<file path="src/rtl/msdap_frame_tx.sv">
// Host-side serial transmitter for the MSDAP sample interface: accepts L/R word
// pairs on a valid/ready handshake and shifts them out LSB first behind a frame strobe.
module msdap_frame_tx #(
  parameter int WORD_W    = 16,
  parameter int NUM_RJ    = 16,
  parameter int NUM_COEFF = 512,
  parameter int MIN_GAP   = 2,
  parameter int CNT_W     = 10
) (
  input  logic              dclk,
  input  logic              reset,
  input  logic [WORD_W-1:0] word_l,
  input  logic [WORD_W-1:0] word_r,
  input  logic              word_valid,
  output logic              word_ready,
  input  logic              inReady,
  output logic              frame,
  output logic              inputL,
  output logic              inputR,
  output logic [1:0]        phase,
  output logic [CNT_W-1:0]  word_cnt,
  output logic              busy
);

  localparam int BIT_W = (WORD_W > 1) ? $clog2(WORD_W) : 1;
  localparam logic [BIT_W-1:0] LAST_BIT = BIT_W'(WORD_W - 1);
  localparam logic [3:0]       LAST_GAP = 4'(MIN_GAP - 1);
  localparam logic [CNT_W-1:0] RJ_LAST  = CNT_W'(NUM_RJ - 1);
  localparam logic [CNT_W-1:0] CO_LAST  = CNT_W'(NUM_COEFF - 1);

  typedef enum logic [1:0] {
    IDLE  = 2'd0,
    SHIFT = 2'd1,
    GAP   = 2'd2
  } state_t;

  state_t            state;
  state_t            state_nxt;
  logic [WORD_W-1:0] sh_l;
  logic [WORD_W-1:0] sh_r;
  logic [WORD_W-1:0] sh_l_nxt;
  logic [WORD_W-1:0] sh_r_nxt;
  logic [BIT_W-1:0]  bit_cnt;
  logic [BIT_W-1:0]  bit_cnt_nxt;
  logic [3:0]        gap_cnt;
  logic [3:0]        gap_cnt_nxt;
  logic              frame_nxt;
  logic              l_nxt;
  logic              r_nxt;
  logic              word_done;
  logic              accept;
  logic [1:0]        phase_nxt;
  logic [CNT_W-1:0]  cnt_nxt;

  // Ready is only offered from IDLE, and never in a cycle where reset is sampled.
  assign word_ready = (state == IDLE) && inReady && !reset;
  assign accept     = word_valid && word_ready;

  // Serial sequencer; the output flops carry the bit being driven, so bit 0 is
  // launched straight from the input word on the handshake edge.
  always_comb begin
    state_nxt   = state;
    sh_l_nxt    = sh_l;
    sh_r_nxt    = sh_r;
    bit_cnt_nxt = bit_cnt;
    gap_cnt_nxt = gap_cnt;
    frame_nxt   = 1'b0;
    l_nxt       = 1'b0;
    r_nxt       = 1'b0;
    word_done   = 1'b0;
    case (state)
      IDLE: begin
        if (accept) begin
          state_nxt   = SHIFT;
          sh_l_nxt    = word_l >> 1;
          sh_r_nxt    = word_r >> 1;
          bit_cnt_nxt = '0;
          frame_nxt   = 1'b1;
          l_nxt       = word_l[0];
          r_nxt       = word_r[0];
        end else begin
          state_nxt = IDLE;
        end
      end
      SHIFT: begin
        if (bit_cnt == LAST_BIT) begin
          word_done   = 1'b1;
          gap_cnt_nxt = 4'd0;
          state_nxt   = (MIN_GAP == 0) ? IDLE : GAP;
        end else begin
          bit_cnt_nxt = bit_cnt + BIT_W'(1);
          l_nxt       = sh_l[0];
          r_nxt       = sh_r[0];
          sh_l_nxt    = sh_l >> 1;
          sh_r_nxt    = sh_r >> 1;
        end
      end
      GAP: begin
        if (gap_cnt == LAST_GAP) begin
          state_nxt = IDLE;
        end else begin
          gap_cnt_nxt = gap_cnt + 4'd1;
        end
      end
      default: begin
        state_nxt = IDLE;
      end
    endcase
  end

  // Stream phase tracking: RJ -> COEFF -> DATA, the count restarting at each rollover.
  always_comb begin
    phase_nxt = phase;
    cnt_nxt   = word_cnt;
    if (word_done) begin
      case (phase)
        2'd0: begin
          if (word_cnt == RJ_LAST) begin
            phase_nxt = 2'd1;
            cnt_nxt   = '0;
          end else begin
            cnt_nxt = word_cnt + CNT_W'(1);
          end
        end
        2'd1: begin
          if (word_cnt == CO_LAST) begin
            phase_nxt = 2'd2;
            cnt_nxt   = '0;
          end else begin
            cnt_nxt = word_cnt + CNT_W'(1);
          end
        end
        default: begin
          phase_nxt = 2'd2;
          cnt_nxt   = word_cnt + CNT_W'(1);
        end
      endcase
    end else begin
      phase_nxt = phase;
    end
  end

  // State, datapath and registered outputs; reset drops any word in flight.
  always_ff @(posedge dclk) begin
    if (reset) begin
      state    <= IDLE;
      sh_l     <= '0;
      sh_r     <= '0;
      bit_cnt  <= '0;
      gap_cnt  <= 4'd0;
      frame    <= 1'b0;
      inputL   <= 1'b0;
      inputR   <= 1'b0;
      phase    <= 2'd0;
      word_cnt <= '0;
      busy     <= 1'b0;
    end else begin
      state    <= state_nxt;
      sh_l     <= sh_l_nxt;
      sh_r     <= sh_r_nxt;
      bit_cnt  <= bit_cnt_nxt;
      gap_cnt  <= gap_cnt_nxt;
      frame    <= frame_nxt;
      inputL   <= l_nxt;
      inputR   <= r_nxt;
      phase    <= phase_nxt;
      word_cnt <= cnt_nxt;
      busy     <= (state_nxt != IDLE);
    end
  end

endmodule
</file>
<file path="config.mk">
export PLATFORM = sky130hd
export DESIGN_NAME = msdap_frame_tx
export DESIGN_NICKNAME = d
export VERILOG_FILES = /design/src/rtl/msdap_frame_tx.sv
export SDC_FILE = /design/constraint.sdc
export NUM_CORES = 1
export LEC_CHECK = 0
export CORE_UTILIZATION = 40
export DETAILED_ROUTE_END_ITERATION = 12
export HOLD_SLACK_MARGIN = 0.15
export PLACE_DENSITY_LB_ADDON = 0.08
export REMOVE_ABC_BUFFERS = 1
export SLEW_MARGIN = 20
export SYNTH_ARGS = -nofsm -noshare
export SYNTH_HDL_FRONTEND = slang
export SYNTH_SLANG_ARGS = --single-unit
export TNS_END_PERCENT = 5
</file>
<file path="constraint.sdc">
create_clock -name dclk -period 1.8 [get_ports dclk]
set_clock_uncertainty 0.15 [all_clocks]
set_input_delay 0.45 -clock dclk [delete_from_list [all_inputs] [get_ports dclk]]
set_output_delay 0.45 -clock dclk [all_outputs]
set_load 0.05 [all_outputs]
</file>
==> results of run 1 <==
-- timing repair --
action	CTS	global route
setup buffers	2	2
pin swaps	1	3
setup endpoints to repair	17	10
gates resized for setup	6	6
-- where the power goes --
group | switching (µW) | internal (µW)
logic | 216 | 232
clock network | 422 | 277
registers | 33.8 | 1300
-- worst max-delay path: cells and delay by family, from the launching register on --
family | cells | cell delay [ns]
DFF | 1 | 0.36
buffers and inverters | 2 | 0.28
and+or+nand+nor | 1 | 0.27
-- flip-flops by register name (all words and copies together), names as in the netlist --
register  count
busy          1
inputR        1
phase         2
word_cnt     10
frame         1
sh_l         15
state         2
inputL        1
sh_r         15
gap_cnt       4
bit_cnt       4
-- through the flow --
stage | worst slack, ns | hold slack, ns | TNS [ns] | utilization [%] | instance area (µm²)
3_3_place_gp | -0.338 | 0.314 | -10.52 | 57.4 | 3660
4_1_cts | -0.0271 | 0.335 | -0.0311 | 59.2 | 3780
3_5_place_dp | -0.365 | 0.322 | -11.08 | 57.4 | 3660
5_1_grt | -0.106 | 0.351 | -0.343 | 59.8 | 3820
2_1_floorplan | -0.537 | 0.293 | -20.88 | - | 2540
6_report | -0.0182 | 0.332 | -0.0201 | 59.8 | 3820
-- logic make-up (layout without fill, tap and decap cells) --
family / Yosys count / after routing / share of synthesized area (%)
compound gates: 61 / 61 / 20.8
mux: 1 / 1 / 0.375
xor+xnor: 4 / 4 / 1.31
fa+ha+maj: 4 / 4 / 1.88
buf+inv: 29 / 109 / 5.68
flops: 56 / 56 / 42.0
simple gates: 163 / 163 / 27.9
-- per-layer routing --
| layer | vias to the layer above | global-route usage, % |
|---|---|---|
| met4 | 0 | 5.24 |
| met5 | - | 0 |
| met2 | 39 | 30.8 |
| met3 | 7 | 2.97 |
| li1 | 1297 | - |
| met1 | 1155 | 24.1 |
-- final cells by class --
class	count	area, µm²	share of cell area [%]
inverter	6	22.5	0.590
clock inverter	3	21.3	0.557
clock buffer	5	68.8	1.80
timing repair buffer	95	1060	27.8
sequential	56	1130	29.5
tap	77	96.3	2.52
multi-input combinational	233	1420	37.2
-- Yosys cell counts (2+ instances only) --
cell / count
nand3_1: 18
inv_1: 6
o21ai_1: 2
a311oi_1: 18
clkbuf_1: 8
buf_2: 10
xnor2_1: 2
nand2b_1: 3
xor2_1: 2
nor3_1: 8
a311oi_2: 10
o211ai_1: 2
buf_4: 2
or3_1: 4
dfxtp_1: 56
o31ai_1: 2
a21oi_1: 7
nand2_1: 66
nor4_1: 2
and3_1: 7
nor2_1: 43
buf_6: 3
and2_1: 3
or4_1: 2
o2111ai_1: 2
o21ai_0: 3
ha_1: 4
a22oi_1: 6
-- path summary, 6_finish.rpt --
path	startpoint	to	slack, ns	depth (start not counted)
setup / recovery	state[1]$_SDFF_PP0_	word_ready	-0.02	3
hold / removal	sh_r[8]$_SDFFE_PP0P_	sh_r[7]$_SDFFE_PP0P_	0.33	2
setup reg to reg	state[0]$_SDFF_PP0_	gap_cnt[2]$_SDFFE_PP0P_	0	7
hold reg to reg	sh_r[8]$_SDFFE_PP0P_	sh_r[7]$_SDFFE_PP0P_	0.33	2
==> impl_metrics.ini, run 1 <==
[timing]
finalHoldViolCount = 0
setup_violations = 2
rsz0062_at_grt = true
max_slew_margin_pct = 75.8
max_freq_mhz = 550
post-route-period-util_pct = 101
post-route-min-period_ns = 1.82
fin_ws_ns = -0.0182
slew_viol_final = 0
worst_slew_pin_slew_ns = 0.364

[routing]
wl_per_cell_um = 12.7
routed_wl_um = 6050
top_layer_used = met4
drc = 0
wl_met2_um = 2920
drtIter0Drc = 76
antenna_left = 0
drtPass1Iterations = 4
wl_met1_um = 2920
viasPerCell = 5.26
wl_met3_um = 149
vias = 2498

[synthesis]
ys_async_sr_fraction_pct = 0
synth_area_um2 = 2670
yosys_most_used_dff = dfxtp_1
ys_warn_count = 0
yosysTopAreaCellShare_pct = 42.0
synth_enable_flop_cells = 0
ys_ff_latch = 56
syn_area_per_cell_um2 = 8.39
yosysTopAreaCell = dfxtp_1
synth.distinct_cells = 45
ys_seq_area_share_pct = 42.0
synth_area_leaders = dfxtp_1 42%, nand2_1 9.3%, nor2_1 6.1%
synthCells = 318

[global_route]
grt_pass1_wl_um = 10700
grt_max_degree = 31
gr-total-overflow = 0
antenna_found_initial = 0
grt_use_total_pct = 18.3
grt_pass1_vias = 2392

[placed_design]
dp_hpwl_um = 4380
placement.io_buffers = 52
gp_congestion = 0.839
dp.cells = 463

[layout]
final_cells = 475
antenna_cells = 0
final_common_cell = nand2_1
layout.nets = 437
fill_cells = 590
layout_common_cells = 66 x nand2_1, 53 x dfxtp_1, 43 x nor2_1, 38 x buf_4, 33 x clkdlybuf4s50_1
drive_above_1_share_pct = 23.4
area_delta_synth_final_pct = 43.2

[setup_path]
critPathArrivalTime_ns = 1.22
worstPathRequired_ns = 1.20
path_max_fanout = 4
critPathKind = flip-flop to output pin
worstSetupEndpointType = output pin
cp-start-kind = flip-flop
slowest_stage = dfxtp_2
max_stage_delay_ns = 0.36
path_cells = nor4b_4, buf_4, buf_12

[clock_tree]
cts_root_buf = clkbuf_8
clk_pin_slew_ns = 0.11
hold_buffers = 0
cts_max_path_buffers = 2
insertion_delay_ns = 0.31
cts_max_level = 2
cts_made_buffers = 5
cts_tree = built
clock-sinks = 56

[floorplan]
rows = 29
core_area_um2 = 6390
start_util_pct = 41.8
dieWidth_um = 83.7
dieArea_um2 = 7000
die_y_um = 83.7
io-pin-count = 53

[power_and_ir_drop]
peakVddDrop_v = 0.000450
leakage_uw = 0.00148
power_density_nw_per_um2 = 651
total_power_uw = 2490

[flow_run]
drv_cap = 0

[min_path]
worstHoldPathType = flip-flop to flip-flop

[status]
violations = setup timing
outcome = complete, but fails checks
Power figures use the tool's default switching activity.
==> run 2: changes to the inputs <==
- ABC_AREA: default -> 1
- CAP_MARGIN: default -> 20
==> run 2 against run 1 <==
  * The run now ends clean
  * Via count is 4.9% lower
  * Highest routed layer unchanged
  * Cell count is 0.42% higher
  * Fmax is 3.9% higher
  * Design area is 8.4% lower
  * Synthesized area is 5.2% lower
  * Worst hold slack worse by 0.013 ns
  * Non-clock buffer count is 26 lower
  * Power is 3.7% lower
  * Worst setup slack better by 0.068 ns
  * Global-route usage is 0.55 points lower
  * Synthesized cell count is 7.2% higher
  * Clock-buffer cell count is 2 higher
==> impl_metrics.ini, run 2 <==
[setup_path]
cp_num_buf_inv = 3
worstSetupEndpointType = output pin
rrSetupSlack_ns = 0.16
cp-start-kind = primary input
critPathLaunch = reset
critPathKind = primary input to output pin
max_stage_delay_ns = 0.20
path_max_fanout = 2
path_cells = clkdlybuf4s15_2, nor2_2, inv_1, nor2_2, buf_12
rr_endpoint = word_cnt[9]$_SDFFE_PP0P_
slowest_stage = clkdlybuf4s15_2
critPathArrivalTime_ns = 1.15
crit_path_frequent_cell = nor2_2
worstPathRequired_ns = 1.20
rr_startpoint = bit_cnt[0]$_SDFFE_PP0P_
critPathTopFamily = buffers and inverters
r2r_cells = 9

[routing]
routed_wl_um = 5400
viasPerCell = 4.98
antenna_left = 0
drtIter0Drc = 90
wl_per_cell_um = 11.3
drtPass1Iterations = 6
drc = 0
vias = 2376

[layout]
largest_registers = sh_l x15, sh_r x15, word_cnt x10
layout.nets = 441
layout_common_cells = 92 x nand2_1, 55 x dfxtp_1, 33 x clkdlybuf4s50_1, 32 x nor2_1, 31 x o21ai_1
final_common_cell = nand2_1
drive_above_1_share_pct = 15.2
antenna_cells = 0
area_delta_synth_final_pct = 38.3

[placed_design]
placement.io_buffers = 52
dp_hpwl_um = 3930
gp_congestion = 0.787

[timing]
max_slew_margin_pct = 80.7
setup_violations = 0
finalHoldViolCount = 0
worst_slew_pin_slew_ns = 0.289
final.setup.tns_ns = 0
slew_viol_final = 0
post-route-period-util_pct = 97.2
max_freq_mhz = 571
rsz0062_at_grt = true
post-route-min-period_ns = 1.75

[synthesis]
synth_area_leaders = dfxtp_1 44%, nand2_1 14%, a31oi_1 6.9%
syn_area_per_cell_um2 = 7.42
synth.distinct_cells = 34
synth_enable_flop_cells = 0
netlist_top_cells_count = 92 x nand2_1, 56 x dfxtp_1, 34 x nor2_1, 31 x o21ai_1, 28 x a31oi_1
ys_async_sr_fraction_pct = 0
ys_warn_count = 0
yosys_most_used_dff = dfxtp_1
ys_ff_latch = 56
synthCells = 341
synth_area_um2 = 2530
yosysTopAreaCellShare_pct = 44.3
yosysMostFrequentCell = nand2_1
yosysTopAreaCell = dfxtp_1
ys_seq_area_share_pct = 44.3

[power_and_ir_drop]
seqPwrFrac_pct = 56.1
total_power_uw = 2390
leakage_uw = 0.00139
switching_share_pct = 25.1
p_int_uw = 1790
switching_power_uw = 600
pwr-share-comb_pct = 14.1
clkPwrFrac_pct = 29.8
power_density_nw_per_um2 = 684
peakVddDrop_v = 0.000463

[min_path]
holdPathEnd = sh_l[14]$_SDFFE_PP0P_
hp-start = sh_l[14]$_SDFFE_PP0P_
worstHoldPathType = flip-flop to flip-flop
holdPathStages = 2

[global_route]
grt_pass1_wl_um = 9170
grt_max_degree = 29
antenna_found_initial = 0
grt_pass1_vias = 2128
gr-total-overflow = 0
grt_use_total_pct = 17.7

[floorplan]
die_y_um = 81.5
rows = 28
dieArea_um2 = 6650
core_area_um2 = 6030
io-pin-count = 53
dieWidth_um = 81.5
start_util_pct = 42.0

[clock_tree]
cts_made_buffers = 5
cts_tree = built
clock-sinks = 56
insertion_delay_ns = 0.30
hold_buffers = 0
clk_pin_slew_ns = 0.10
cts_root_buf = clkbuf_8
cts_max_level = 2
cts_max_path_buffers = 2

[flow_run]
drv_cap = 0

[status]
outcome = finished, final reports clean
[run 2: final cells by class]
| cell class | instances | area, µm² |
|---|---|---|
| clock inverters | 1 | 7.51 |
| clock buffers | 7 | 86.3 |
| multi-input cells | 247 | 1240 |
| repair buffers | 69 | 868 |
| flip-flops and latches | 56 | 1120 |
| well taps | 75 | 93.8 |
| fillers | 583 | 2530 |
| inverters | 22 | 82.6 |
[run 2: how the worst max path moves through the flow]
stage / end / slack, ns / cells past startpoint
3_3_place_gp: word_ready / -0.31 / 5
4_1_cts: word_ready / 0.02 / 5
6_report: word_ready / 0.05 / 5
2_1_floorplan: bit_cnt[1]$_SDFFE_PP0P_ / -0.22 / 7
5_1_grt: word_ready / -0.01 / 5
3_5_place_dp: word_ready / -0.30 / 5
[run 2: tightest hold or removal path, stage by stage (launching register included)]
cell and delay [ns]:
dfxtp_1 0.32, nand2_1 0.06, a21oi_1 0.05
[run 2: logic make-up after synthesis]
| family | count (synthesis) | share of synthesized area, % |
|---|---|---|
| AO/OA/AOI/OAI | 80 | 17.8 |
| adder cells (fa/ha/maj) | 4 | 1.98 |
| flip-flops | 56 | 44.3 |
| AND/OR/NAND/NOR | 161 | 28.2 |
| buffers and inverters | 38 | 7.07 |
| XOR/XNOR | 2 | 0.693 |
[run 2: metal layers]
metal	share of wire [%]	global-route usage [%]	wire, µm
met1	48	21.6	2610
met2	47	31.1	2540
met3	3.6	3.33	196
met4	1.1	5.89	58
met5	0	0	0
[run 2: per-stage QoR]
| step | hold slack (ns) | utilization, % | cell area, µm² | cells | setup WS, ns |
|---|---|---|---|---|---|
| floorplan | 0.285 | - | 2430 | 325 | -0.215 |
| global placement | 0.303 | 56.0 | 3380 | 468 | -0.315 |
| detailed placement | 0.306 | 56.0 | 3380 | 468 | -0.295 |
| CTS | 0.321 | 57.7 | 3470 | 476 | 0.0156 |
| global route | 0.354 | 58.1 | 3500 | 477 | -0.0110 |
| finish | 0.318 | 58.1 | 3500 | 477 | 0.0496 |
[run 2: power groups by stage]
stage	Sequential, µW	Clock [µW]	Combinational, µW
after detailed placement	1370	0	341
after CTS	1340	747	342
after global placement	1370	0	338
after global routing	1350	795	376
final	1340	713	339
after floorplan	1370	0	154
[run 2: repair_timing]
action,4_1_cts,5_1_grt
gates resized for setup,6,2
setup endpoints to repair,1,2
buffers inserted,0,1
pin swaps,2,2
